[config.mk]
export PLATFORM = sky130hd
export DESIGN_NAME = tdm_fir_filter_flat
export DESIGN_NICKNAME = d
export VERILOG_FILES = /design/src/rtl/tdm_fir_filter_pkg.sv /design/src/rtl/tdm_fir_filter_if.sv /design/src/rtl/tdm_fir_filter_mac.sv /design/src/rtl/tdm_fir_filter.sv /design/src/flat_wrapper.sv
export SDC_FILE = /design/constraint.sdc
export NUM_CORES = 1
export LEC_CHECK = 0
export CORE_ASPECT_RATIO = 1.4
export CORE_MARGIN = 10
export CORE_UTILIZATION = 60
export CTS_BUF_LIST = sky130_fd_sc_hd__clkbuf_8
export CTS_CLUSTER_SIZE = 20
export DETAILED_ROUTE_END_ITERATION = 8
export GPL_TIMING_DRIVEN = 0
export PLACE_DENSITY = 0.9
export SLEW_MARGIN = 40
export SYNTH_ARGS = -nofsm -noshare
export SYNTH_HDL_FRONTEND = slang
export SYNTH_SLANG_ARGS = --single-unit
[constraint.sdc]
create_clock -name clock -period 6.4 [get_ports clock]
set_input_delay 0.64 -clock clock [delete_from_list [all_inputs] [get_ports clock]]
set_output_delay 0.64 -clock clock [all_outputs]
set_load 0.01 [all_outputs]
[src/rtl/tdm_fir_filter_pkg.sv]
// Shared types and width helpers for the TDM FIR filter.
package fir_pkg;

  typedef enum logic [1:0] {
    IDLE = 2'd0,
    MAC  = 2'd1,
    DONE = 2'd2
  } fir_state_t;

  localparam int unsigned NB_DATA_DEF = 8;
  localparam int unsigned NB_COEF_DEF = 8;
  localparam int unsigned NB_OUT_DEF  = 8;
  localparam int unsigned N_TAPS_DEF  = 4;
  localparam int unsigned N_CH_DEF    = 2;

  function automatic int unsigned clog2(input int unsigned v);
    int unsigned r;
    r = 0;
    for (int unsigned i = 0; i < 32; i++) begin
      if ((32'd1 << i) < v) r = i + 1;
    end
    return r;
  endfunction

  // Channel index is at least one bit wide even for a single channel.
  function automatic int unsigned ch_width(input int unsigned n_ch);
    return (clog2(n_ch) < 1) ? 1 : clog2(n_ch);
  endfunction

  function automatic int unsigned acc_width(input int unsigned nb_data,
                                            input int unsigned nb_coef,
                                            input int unsigned n_taps);
    return nb_data + nb_coef + clog2(n_taps);
  endfunction

  localparam int unsigned NB_ACC_DEF = acc_width(NB_DATA_DEF, NB_COEF_DEF, N_TAPS_DEF);

endpackage

[src/rtl/tdm_fir_filter_if.sv]
// Sample/coefficient/output bus of the TDM FIR filter.
interface tdm_fir_filter_if
  import fir_pkg::*;
#(
  parameter int unsigned NB_DATA = NB_DATA_DEF,
  parameter int unsigned NB_COEF = NB_COEF_DEF,
  parameter int unsigned NB_OUT  = NB_OUT_DEF,
  parameter int unsigned N_TAPS  = N_TAPS_DEF,
  parameter int unsigned N_CH    = N_CH_DEF
);
  localparam int unsigned NB_ADDR = clog2(N_TAPS);
  localparam int unsigned NB_CH   = ch_width(N_CH);

  logic signed [NB_DATA-1:0] i_sample;
  logic                      i_valid;
  logic                      i_frame;
  logic                      o_ready;
  logic                      i_coef_we;
  logic        [NB_ADDR-1:0] i_coef_addr;
  logic signed [NB_COEF-1:0] i_coef_data;
  logic                      o_coef_drop;
  logic signed [NB_OUT-1:0]  o_data;
  logic        [NB_CH-1:0]   o_channel;
  logic                      o_valid;

  modport master (
    output i_sample, i_valid, i_frame, i_coef_we, i_coef_addr, i_coef_data,
    input  o_ready, o_coef_drop, o_data, o_channel, o_valid
  );

  modport slave (
    input  i_sample, i_valid, i_frame, i_coef_we, i_coef_addr, i_coef_data,
    output o_ready, o_coef_drop, o_data, o_channel, o_valid
  );

endinterface

[src/rtl/tdm_fir_filter_mac.sv]
// Signed multiply-accumulate; o_sum is the accumulator plus the current product.
module fir_mac #(
  parameter int unsigned NB_DATA = 8,
  parameter int unsigned NB_COEF = 8,
  parameter int unsigned NB_ACC  = 18
) (
  input  logic                      clock,
  input  logic                      i_reset,
  input  logic                      i_clear,
  input  logic                      i_en,
  input  logic signed [NB_DATA-1:0] i_data,
  input  logic signed [NB_COEF-1:0] i_coef,
  output logic signed [NB_ACC-1:0]  o_sum
);
  localparam int unsigned NB_PROD = NB_DATA + NB_COEF;

  logic signed [NB_PROD-1:0] prod;
  logic signed [NB_ACC-1:0]  acc;

  assign prod  = NB_PROD'(i_data) * NB_PROD'(i_coef);
  assign o_sum = acc + NB_ACC'(prod);

  always_ff @(posedge clock or negedge i_reset) begin
    if (!i_reset)     acc <= '0;
    else if (i_clear) acc <= '0;
    else if (i_en)    acc <= o_sum;
  end

endmodule

[src/rtl/tdm_fir_filter.sv]
// Time-multiplexed N_CH-channel FIR with a shared MAC and loadable coefficients.
// Define FIR_SAT_EN to saturate the scaled result instead of wrapping it.
module tdm_fir_filter
  import fir_pkg::*;
#(
  parameter int unsigned NB_DATA = NB_DATA_DEF,
  parameter int unsigned NB_COEF = NB_COEF_DEF,
  parameter int unsigned NB_OUT  = NB_OUT_DEF,
  parameter int unsigned N_TAPS  = N_TAPS_DEF,
  parameter int unsigned N_CH    = N_CH_DEF
) (
  input  logic             clock,
  input  logic             i_reset,
  tdm_fir_filter_if.slave  bus
);
  localparam int unsigned NB_ADDR = clog2(N_TAPS);
  localparam int unsigned NB_CH   = ch_width(N_CH);
  localparam int unsigned NB_ACC  = acc_width(NB_DATA, NB_COEF, N_TAPS);

  fir_state_t state;
  logic [NB_ADDR-1:0] tap;
  logic [NB_CH-1:0]   cur_ch;
  logic [NB_CH-1:0]   ch_cnt;
  logic [NB_CH-1:0]   sel_ch;
  logic [NB_CH-1:0]   next_ch;
  logic               ready;
  logic               accept;
  logic               valid_q;
  logic               drop_q;
  logic signed [NB_OUT-1:0] data_q;
  logic [NB_CH-1:0]         channel_q;

  logic signed [NB_DATA-1:0] dly  [N_CH][N_TAPS];
  logic signed [NB_COEF-1:0] coef [N_TAPS];

  logic signed [NB_ACC-1:0] sum;
  logic signed [NB_OUT-1:0] result;

  assign ready   = (state == IDLE) || (state == DONE);
  assign accept  = bus.i_valid && ready;
  assign sel_ch  = bus.i_frame ? '0 : ch_cnt;
  assign next_ch = (sel_ch == NB_CH'(N_CH - 1)) ? '0 : sel_ch + NB_CH'(1);

  assign bus.o_ready     = ready;
  assign bus.o_valid     = valid_q;
  assign bus.o_data      = data_q;
  assign bus.o_channel   = channel_q;
  assign bus.o_coef_drop = drop_q;

  fir_mac #(
    .NB_DATA (NB_DATA),
    .NB_COEF (NB_COEF),
    .NB_ACC  (NB_ACC)
  ) u_mac (
    .clock   (clock),
    .i_reset (i_reset),
    .i_clear (accept),
    .i_en    (state == MAC),
    .i_data  (dly[cur_ch][tap]),
    .i_coef  (coef[tap]),
    .o_sum   (sum)
  );

`ifdef FIR_SAT_EN
  localparam logic signed [NB_ACC-1:0] OUT_MAX = {{(NB_ACC-NB_OUT+1){1'b0}}, {(NB_OUT-1){1'b1}}};
  localparam logic signed [NB_ACC-1:0] OUT_MIN = {{(NB_ACC-NB_OUT+1){1'b1}}, {(NB_OUT-1){1'b0}}};
  logic signed [NB_ACC-1:0] shifted;

  always_comb begin
    shifted = sum >>> (NB_COEF - 1);
    if (shifted > OUT_MAX)      result = OUT_MAX[NB_OUT-1:0];
    else if (shifted < OUT_MIN) result = OUT_MIN[NB_OUT-1:0];
    else                        result = shifted[NB_OUT-1:0];
  end
`else
  always_comb begin
    result = NB_OUT'(sum >>> (NB_COEF - 1));
  end
`endif

  // Coefficient bank and per-channel delay lines; a write coinciding with an
  // accept lands before the first MAC cycle, so that sample already uses it.
  always_ff @(posedge clock or negedge i_reset) begin
    if (!i_reset) begin
      for (int unsigned c = 0; c < N_CH; c++)
        for (int unsigned k = 0; k < N_TAPS; k++)
          dly[c][k] <= '0;
      for (int unsigned k = 0; k < N_TAPS; k++)
        coef[k] <= '0;
    end else begin
      if (bus.i_coef_we && ready && (32'(bus.i_coef_addr) < N_TAPS))
        coef[bus.i_coef_addr] <= bus.i_coef_data;
      if (accept) begin
        dly[sel_ch][0] <= bus.i_sample;
        for (int unsigned k = 1; k < N_TAPS; k++)
          dly[sel_ch][k] <= dly[sel_ch][k-1];
      end
    end
  end

  // The last tap's product is folded in through sum, so the output registers
  // on the same edge that leaves MAC.
  always_ff @(posedge clock or negedge i_reset) begin
    if (!i_reset) begin
      state     <= IDLE;
      tap       <= '0;
      cur_ch    <= '0;
      ch_cnt    <= '0;
      valid_q   <= 1'b0;
      data_q    <= '0;
      channel_q <= '0;
      drop_q    <= 1'b0;
    end else begin
      valid_q <= 1'b0;
      drop_q  <= bus.i_coef_we && !ready;
      unique case (state)
        IDLE, DONE: begin
          if (accept) begin
            state  <= MAC;
            tap    <= '0;
            cur_ch <= sel_ch;
            ch_cnt <= next_ch;
          end else begin
            state <= IDLE;
          end
        end
        MAC: begin
          if (tap == NB_ADDR'(N_TAPS - 1)) begin
            state     <= DONE;
            valid_q   <= 1'b1;
            data_q    <= result;
            channel_q <= cur_ch;
          end else begin
            tap <= tap + NB_ADDR'(1);
          end
        end
        default: state <= IDLE;
      endcase
    end
  end

endmodule

[src/flat_wrapper.sv]
// flat-port wrapper written by rule: the top's interface ports become plain ports
module tdm_fir_filter_flat import fir_pkg::*;
#(
  parameter int unsigned NB_DATA = NB_DATA_DEF,
  parameter int unsigned NB_COEF = NB_COEF_DEF,
  parameter int unsigned NB_OUT  = NB_OUT_DEF,
  parameter int unsigned N_TAPS  = N_TAPS_DEF,
  parameter int unsigned N_CH    = N_CH_DEF
)
  (clock, i_reset, bus_i_sample, bus_i_valid, bus_i_frame, bus_i_coef_we, bus_i_coef_addr, bus_i_coef_data, bus_o_ready, bus_o_coef_drop, bus_o_data, bus_o_channel, bus_o_valid);
  tdm_fir_filter_if #(.NB_DATA(NB_DATA), .NB_COEF(NB_COEF), .NB_OUT(NB_OUT), .N_TAPS(N_TAPS), .N_CH(N_CH)) bus_i ();
  input  logic clock;
  input  logic i_reset;
  input wire logic [$bits(bus_i.i_sample)-1:0] bus_i_sample;
  input wire logic [$bits(bus_i.i_valid)-1:0] bus_i_valid;
  input wire logic [$bits(bus_i.i_frame)-1:0] bus_i_frame;
  input wire logic [$bits(bus_i.i_coef_we)-1:0] bus_i_coef_we;
  input wire logic [$bits(bus_i.i_coef_addr)-1:0] bus_i_coef_addr;
  input wire logic [$bits(bus_i.i_coef_data)-1:0] bus_i_coef_data;
  output wire logic [$bits(bus_i.o_ready)-1:0] bus_o_ready;
  output wire logic [$bits(bus_i.o_coef_drop)-1:0] bus_o_coef_drop;
  output wire logic [$bits(bus_i.o_data)-1:0] bus_o_data;
  output wire logic [$bits(bus_i.o_channel)-1:0] bus_o_channel;
  output wire logic [$bits(bus_i.o_valid)-1:0] bus_o_valid;
  assign bus_i.i_sample = bus_i_sample;
  assign bus_i.i_valid = bus_i_valid;
  assign bus_i.i_frame = bus_i_frame;
  assign bus_i.i_coef_we = bus_i_coef_we;
  assign bus_i.i_coef_addr = bus_i_coef_addr;
  assign bus_i.i_coef_data = bus_i_coef_data;
  assign bus_o_ready = bus_i.o_ready;
  assign bus_o_coef_drop = bus_i.o_coef_drop;
  assign bus_o_data = bus_i.o_data;
  assign bus_o_channel = bus_i.o_channel;
  assign bus_o_valid = bus_i.o_valid;
  tdm_fir_filter #(.NB_DATA(NB_DATA), .NB_COEF(NB_COEF), .NB_OUT(NB_OUT), .N_TAPS(N_TAPS), .N_CH(N_CH)) u_core (.clock(clock), .i_reset(i_reset), .bus(bus_i));
endmodule
**After elaboration in Yosys (flattened, before gate mapping)**

Index checks and enable logic that the tools add are counted.

- Bits in registers: 131
- Input bits: 23
- Output and inout port bits: 12
- Word-level logic and storage cells: 94

- Add/subtract/negate cells: 3
- Multipliers: 1
- $lt $le $gt $ge: 6
- Equality and inequality tests: 6
- Muxes and demuxes: 39
- Bitwise gates (word level): 4
- Reductions and logical operators: 14

Operator list:

| kind | number |
|---|---|
| 64-bit bitwise mux | 4 |
| 32-bit two-way mux | 7 |
| 32-bit demux with 1-bit select | 4 |
| 8-bit two-way mux | 6 |
| 18-bit two-way mux | 2 |
| 8-bit binary-select mux with 2-bit select | 2 |
| 32-bit bitwise mux | 1 |
| 24-bit two-way mux | 1 |
| 18-bit by 16-bit adder with 18-bit output | 1 |
| 8-bit demux with 2-bit select | 1 |
| 8-bit by 8-bit multiplier with 16-bit output | 1 |
| 16-bit two-way mux | 1 |
| 2-bit one-hot mux with 2 select lines | 2 |
| 3-bit greater-or-equal comparator, second input constant | 2 |
| 2-bit two-way mux | 3 |
| 2-bit NOT with 3-bit output | 2 |
| 1-bit logical AND | 5 |
| 1-bit two-way mux | 5 |
| 2-bit == test, second input constant | 2 |
| 2-bit greater-or-equal comparator, second input constant | 2 |
| 2-bit by 1-bit != test with 1-bit output, second input constant | 2 |
| 1-bit NOT with 2-bit output | 2 |
| 2-bit AND reduction | 2 |
| 2-bit nonzero test | 2 |
| other kinds (11) | 11 |

**Logic depth before layout (Yosys ltp)**

- Word-level depth: 11
- Depth in mapped cells: 23
- Depth with buffers taken out: 21

**Modules after synthesis**

Synthesis repeated with hierarchy kept, for this count alone.

- Cells, all modules: 712
- Area, all modules: 9069.9 um^2

By module, submodules not included:

| module | times used | cells an instance | area an instance (um^2) | sequential area each (um^2) |
|---|---|---|---|---|
| tdm_fir_filter | 1 | 291 | 5024.8 | 2827.7 |
| fir_mac | 1 | 421 | 4045.1 | 450.4 |

**Least setup slack after synthesis**

Ideal clock, no wire load.

- Path type: register to register
- Start point: register u_core.tap[0]
- End point: register u_core.data_q[7] (netlist: u_core.bus.o_data[7])
- Library setup time: 125 ps
- Data arrival time: 5593 ps
- Required time: 6275 ps
- Setup slack: 683 ps
- Cell stages (with the launch flop): 19
- Buffers on the path: 2
- Clock period less this slack: 5717 ps
- Cell sequence: dfrtp_1 buf_4 buf_1 mux4_2 mux2i_1 nand2b_1 fa_1 fa_1 inv_1 fa_1 fa_1 fa_1 ha_1 o21ai_0 a21oi_1 o211ai_1 a21oi_1 xnor2_1 mux2_2

- Cells in the longest elaborated chain, start to end: 6
- Elaborated cells between the ends (all ways): 11
- Classes of those cells: 1 x add/sub; 1 x mul; 1 x eq/ne; 6 x mux; 1 x bitwise; 1 x reduce/logical

Ends and longest elaborated chain:

| item | line | text |
|---|---|---|
| start: declaration | tdm_fir_filter.sv:21 | `logic [NB_ADDR-1:0] tap;` |
| start signal: assignment | tdm_fir_filter.sv:134 | `tap <= tap + NB_ADDR'(1);` |
| 2-bit NOT with 3-bit output (implied by the code) | tdm_fir_filter.sv:59, tdm_fir_filter.sv:60 |  |
| 8-bit binary-select mux with 2-bit select, on equally long branches | tdm_fir_filter.sv:59, tdm_fir_filter.sv:60 |  |
| 8-bit two-way mux, on equally long branches (2 in a row) | tdm_fir_filter.sv:59, tdm_fir_filter.sv:60 |  |
| 8-bit by 8-bit multiplier with 16-bit output | tdm_fir_filter_mac.sv:20 | `assign prod = NB_PROD'(i_data) * NB_PROD'(i_coef);` |
| 18-bit by 16-bit adder with 18-bit output | tdm_fir_filter_mac.sv:21 | `assign o_sum = acc + NB_ACC'(prod);` |
| end signal: assignment | tdm_fir_filter.sv:131 | `data_q <= result;` |
| end: declaration | tdm_fir_filter.sv:30 | `logic signed [NB_OUT-1:0] data_q;` |

Several ways; a longest one is shown, not always the timed one. The select of a mux whose other input is x is not followed.
A chain may end at the register's enable or synchronous reset.

**Worst setup path after layout**

Ends and elaborated chain as after synthesis.

==> metrics.sh <==
LAYOUT.NETS=814
REG2REG_FROM='u_core.tap[0]$_DFFE_PN0P_'
NUMBER_OF_ROUTED_NETS_WITH_ANTENNA_VIOLATIONS=0
SYNTH_FLOP_CELL='sky130_fd_sc_hd__dfrtp_1'
SYNTH.YOSYS.WARNINGS=0
DETAIL_ROUTE.ITER0.VIOLATIONS=288
TIMING.FINAL.MAX_SLEW_VIOLATIONS=0
CLOCK-ROOT-BUFFER='sky130_fd_sc_hd__clkbuf_8'
VIASPERCELL=5.77
ANTENNA_FOUND_INITIAL=0
IO_PINS=35
VIAS_IN_THE_FIRST_GLOBAL_ROUTE=5793
SETUP_REPAIR_AFTER_GLOBAL_ROUTING_MISSED_ITS_MARGIN='false'
FINAL_MIN_PERIOD_OVER_CLOCK_PERIOD_PCT=96.7
WIRELENGTH_UM=17200
HALF_PERIMETER_WIRE_LENGTH_AFTER_DETAILED_PLACEMENT_UM=12900
CTS_HOLD_BUF=0
TIMING.CRITICAL_PATH.REQUIRED_NS=6.75
SYNTH_COMMON_CELLS='128 x sky130_fd_sc_hd__dfrtp_1, 108 x sky130_fd_sc_hd__mux2_2, 72 x sky130_fd_sc_hd__inv_1, 66 x sky130_fd_sc_hd__fa_1, 38 x sky130_fd_sc_hd__nand2_1'
SYN_INST=636
AREA_GROWTH_FROM_SYNTHESIS_TO_FINAL_LAYOUT_PCT=12.7
POST_SYNTH.CELL_AREA_AVG_UM2=12.7
CLKSLEWWORSTSETUPHOLDPATHS_NS=0.08
SYNTHDISTINCTLIBCELLS=38
TRITONCTS='built'
WORST-SETUP-PATH-TYPE='reg -> reg'
STARTPOINT='u_core.tap[0]$_DFFE_PN0P_'
SYNTH-ASYNC-RESET-RATIO_PCT=100
HOLD_PATH_CLASS='in -> async'
WL_MET1_UM=6610
OVERFLOW=0
NUMCTSBUFFERS=17
WORST_SLEW_MARGIN_REL_PCT=49.9
DIEWIDTH_UM=118
INITIAL_CORE_UTIL_PCT=60.7
SYN_AREA_MM2=0.00809
CTSLONGESTPATHBUFFERS=2
WORST_PIN_SLEW_NS=0.743
DRT_DRC_VIOLATIONS_LEFT=0
ENDPOINT_KIND='flop'
REPORT.FINAL.HOLD_VIOL_COUNT=0
SYNTH-SEQ-AREA-SHARE_PCT=39.6
DETAILROUTE.VIA_COUNT=5105
TOTAL_ROUTING_USAGE_REPORTED_BY_GLOBAL_ROUTING_PCT=19.5
ROUTED-WL-MET3_UM=711
CHIPHEIGHT_UM=157
SETUP-VIOLATIONS-FINAL=0
TIMING.CRITICAL_PATH.FANOUT_MAX=10
WORST_EP_ARRIVAL_TIME_NS=6.53
ROUTED.TOP_LAYER='met4'
SYNTH.FF_LATCH_COUNT=128
WORSTSETUPSTARTPOINTTYPE='flop'
RUN_STATUS='completed'
STD_CELL_ROWS=50
HTREEDEPTH=4
CLOCK_SINK_COUNT=128
DIE-AREA_MM2=0.0186
CORE_MM2=0.0133
LIBRARY_CELL_WITH_THE_HIGHEST_INSTANCE_COUNT_AFTER_SYNTHESIS='sky130_fd_sc_hd__dfrtp_1'
WORST_CLOCK_SKEW_NS=0.0141
SYNTH_TOP_AREA_CELL='sky130_fd_sc_hd__dfrtp_1'
MAXCAPVIOLCOUNT=0
ROUTE.MET2.WL_UM=9310
POST_SYNTH_MAIN_AREA_CONTRIBUTORS='sky130_fd_sc_hd__dfrtp_1 40%, sky130_fd_sc_hd__fa_1 16%, sky130_fd_sc_hd__mux2_2 15%'
PROPORTION_OF_LAYOUT_CELLS_WITH_A_DRIVE_SUFFIX_ABOVE_1_PCT=25.3
FIN_SETUP_TNS_NS=0
ANTENNA-DIODE-COUNT=0
DETAILEDROUTE.FIRSTPASSITERATIONCOUNT=4
MIN_PERIOD_NS=6.19
PORT_BUFFERS=34
GPL.FINAL_WEIGHTED_CONGESTION=0.865
CTS_POST_SETUP_BUFFERS_INSERTED=0
INSERTION_DELAY_NS=0.47
SYNTH.NET_COUNT=760
LARGEST_NET_DEGREE_AT_THE_START_OF_GLOBAL_ROUTING=85
ACHIEVABLE-FREQUENCY_MHz=162
POST_CTS_RESIZED=4
NUMBER_OF_SYNTHESIZED_FLOPS_WITH_AN_ENABLE_PIN=0
GRT_PASS1_WL_UM=28800
PROPORTION_OF_NETLIST_AREA_HELD_BY_THE_LARGEST_AREA_CONTRIBUTOR_PCT=39.6
WIRE_PER_INST_UM=19.5
==> per-layer routing <==
layer	GRT usage, %	vias to the layer above
met5	0	-
met4	8.56	0
met3	4.05	55
met2	36.0	146
met1	21.0	2663
li1	-	2241
==> layout by cell type, fill, tap and decap left out, drive strengths merged, types with 5 or more instances in the layout <==
cell type	Yosys	layout
a21oi	5	5
a22o	8	8
and2	7	7
buf	7	8
clkbuf	12	30
clkdlybuf4s50	0	33
clkinvlp	0	5
dfrtp	128	128
fa	66	66
ha	35	35
inv	73	82
mux2	109	109
mux2i	14	14
mux4	19	19
nand2	38	38
nand2b	9	9
nor2	34	34
nor2b	12	12
o21ai	22	22
xnor2	14	14
xor2	6	6
==> critical path, stage by stage, from the launching register on <==
cell	delay, ns
sky130_fd_sc_hd__dfrtp_1	0.43
sky130_fd_sc_hd__buf_4	0.24
sky130_fd_sc_hd__buf_2	0.32
sky130_fd_sc_hd__mux2_2	0.41
sky130_fd_sc_hd__o21ai_0	0.60
sky130_fd_sc_hd__nor2_1	0.16
sky130_fd_sc_hd__fa_1	0.46
sky130_fd_sc_hd__fa_1	0.54
sky130_fd_sc_hd__inv_1	0.05
sky130_fd_sc_hd__fa_1	0.48
sky130_fd_sc_hd__inv_1	0.06
sky130_fd_sc_hd__fa_1	0.47
sky130_fd_sc_hd__ha_1	0.31
sky130_fd_sc_hd__ha_1	0.31
sky130_fd_sc_hd__nor2b_1	0.17
sky130_fd_sc_hd__o21ai_1	0.10
sky130_fd_sc_hd__a21oi_1	0.28
sky130_fd_sc_hd__o211ai_1	0.13
sky130_fd_sc_hd__a21oi_1	0.18
sky130_fd_sc_hd__xnor2_1	0.11
sky130_fd_sc_hd__mux2_2	0.27
==> kinds of logic (layout without fill, tap and decap cells) <==
kind of cell / Yosys count / count (layout) / synth area share [%]
muxes: 142 / 142 / 22.2
DFF: 128 / 128 / 39.6
and+or+nand+nor: 108 / 108 / 6.33
adders and majority gates: 101 / 101 / 21.7
buffers and inverters: 92 / 159 / 4.42
AOI/OAI and AO/OA: 45 / 45 / 3.50
xor gates and xnor gates: 20 / 20 / 2.17
==> sequential cells by signal (all words and copies together) (netlist names) <==
| register | flops |
|---|---|
| u_core.bus.o_data | 8 |
| u_core.bus.o_valid | 1 |
| u_core.u_mac.acc | 15 |
| u_core.ch_cnt | 1 |
| u_core.coef | 32 |
| u_core.tap | 2 |
| u_core.bus.o_channel | 1 |
| u_core.dly | 64 |
| u_core.bus.o_coef_drop | 1 |
| u_core.cur_ch | 1 |
| u_core.state | 2 |
==> path summary, 6_finish.rpt <==
check	endpoint	cells past startpoint	slack (ns)
min	u_core.u_mac.acc[4]$_DFFE_PN0P_	1	0.07
max in group asynchronous	u_core.coef[25]$_DFFE_PN0P_	2	5.61
min in group clock	u_core.bus.o_data[3]$_DFFE_PN0P_	2	0.48
min reg2reg	u_core.bus.o_data[3]$_DFFE_PN0P_	2	0.48
max	u_core.bus.o_data[7]$_DFFE_PN0P_	20	0.21
max reg2reg	u_core.bus.o_data[7]$_DFFE_PN0P_	20	0.21
==> per-stage QoR <==
stage / instances / hold WS (ns) / area [µm²] / worst slack [ns] / utilization, %
after global routing: 885 / 0.0771 / 9110 / 0.00814 / 68.4
after detailed placement: 853 / 0.470 / 8700 / -0.222 / 65.3
final: 885 / 0.0658 / 9110 / 0.213 / 68.4
after CTS: 885 / 0.0668 / 9110 / 0.137 / 68.3
after floorplan: 636 / 0.344 / 8090 / 0.683 / -
after global placement: 852 / 0.461 / 8660 / -0.155 / 65.0
==> final cells by class <==
class | instances | area, µm²
buffer | 19 | 88.8
clock inverter | 15 | 164
multi-input combinational | 416 | 4550
sequential | 128 | 3200
tap | 182 | 228
fill | 882 | 4210
clock buffer | 17 | 234
inverter | 73 | 274
timing repair buffer | 35 | 373
Power is left out: the tool's default activity adds up to more than one toggle a clock period on the data nets, which glitch-free logic cannot reach.
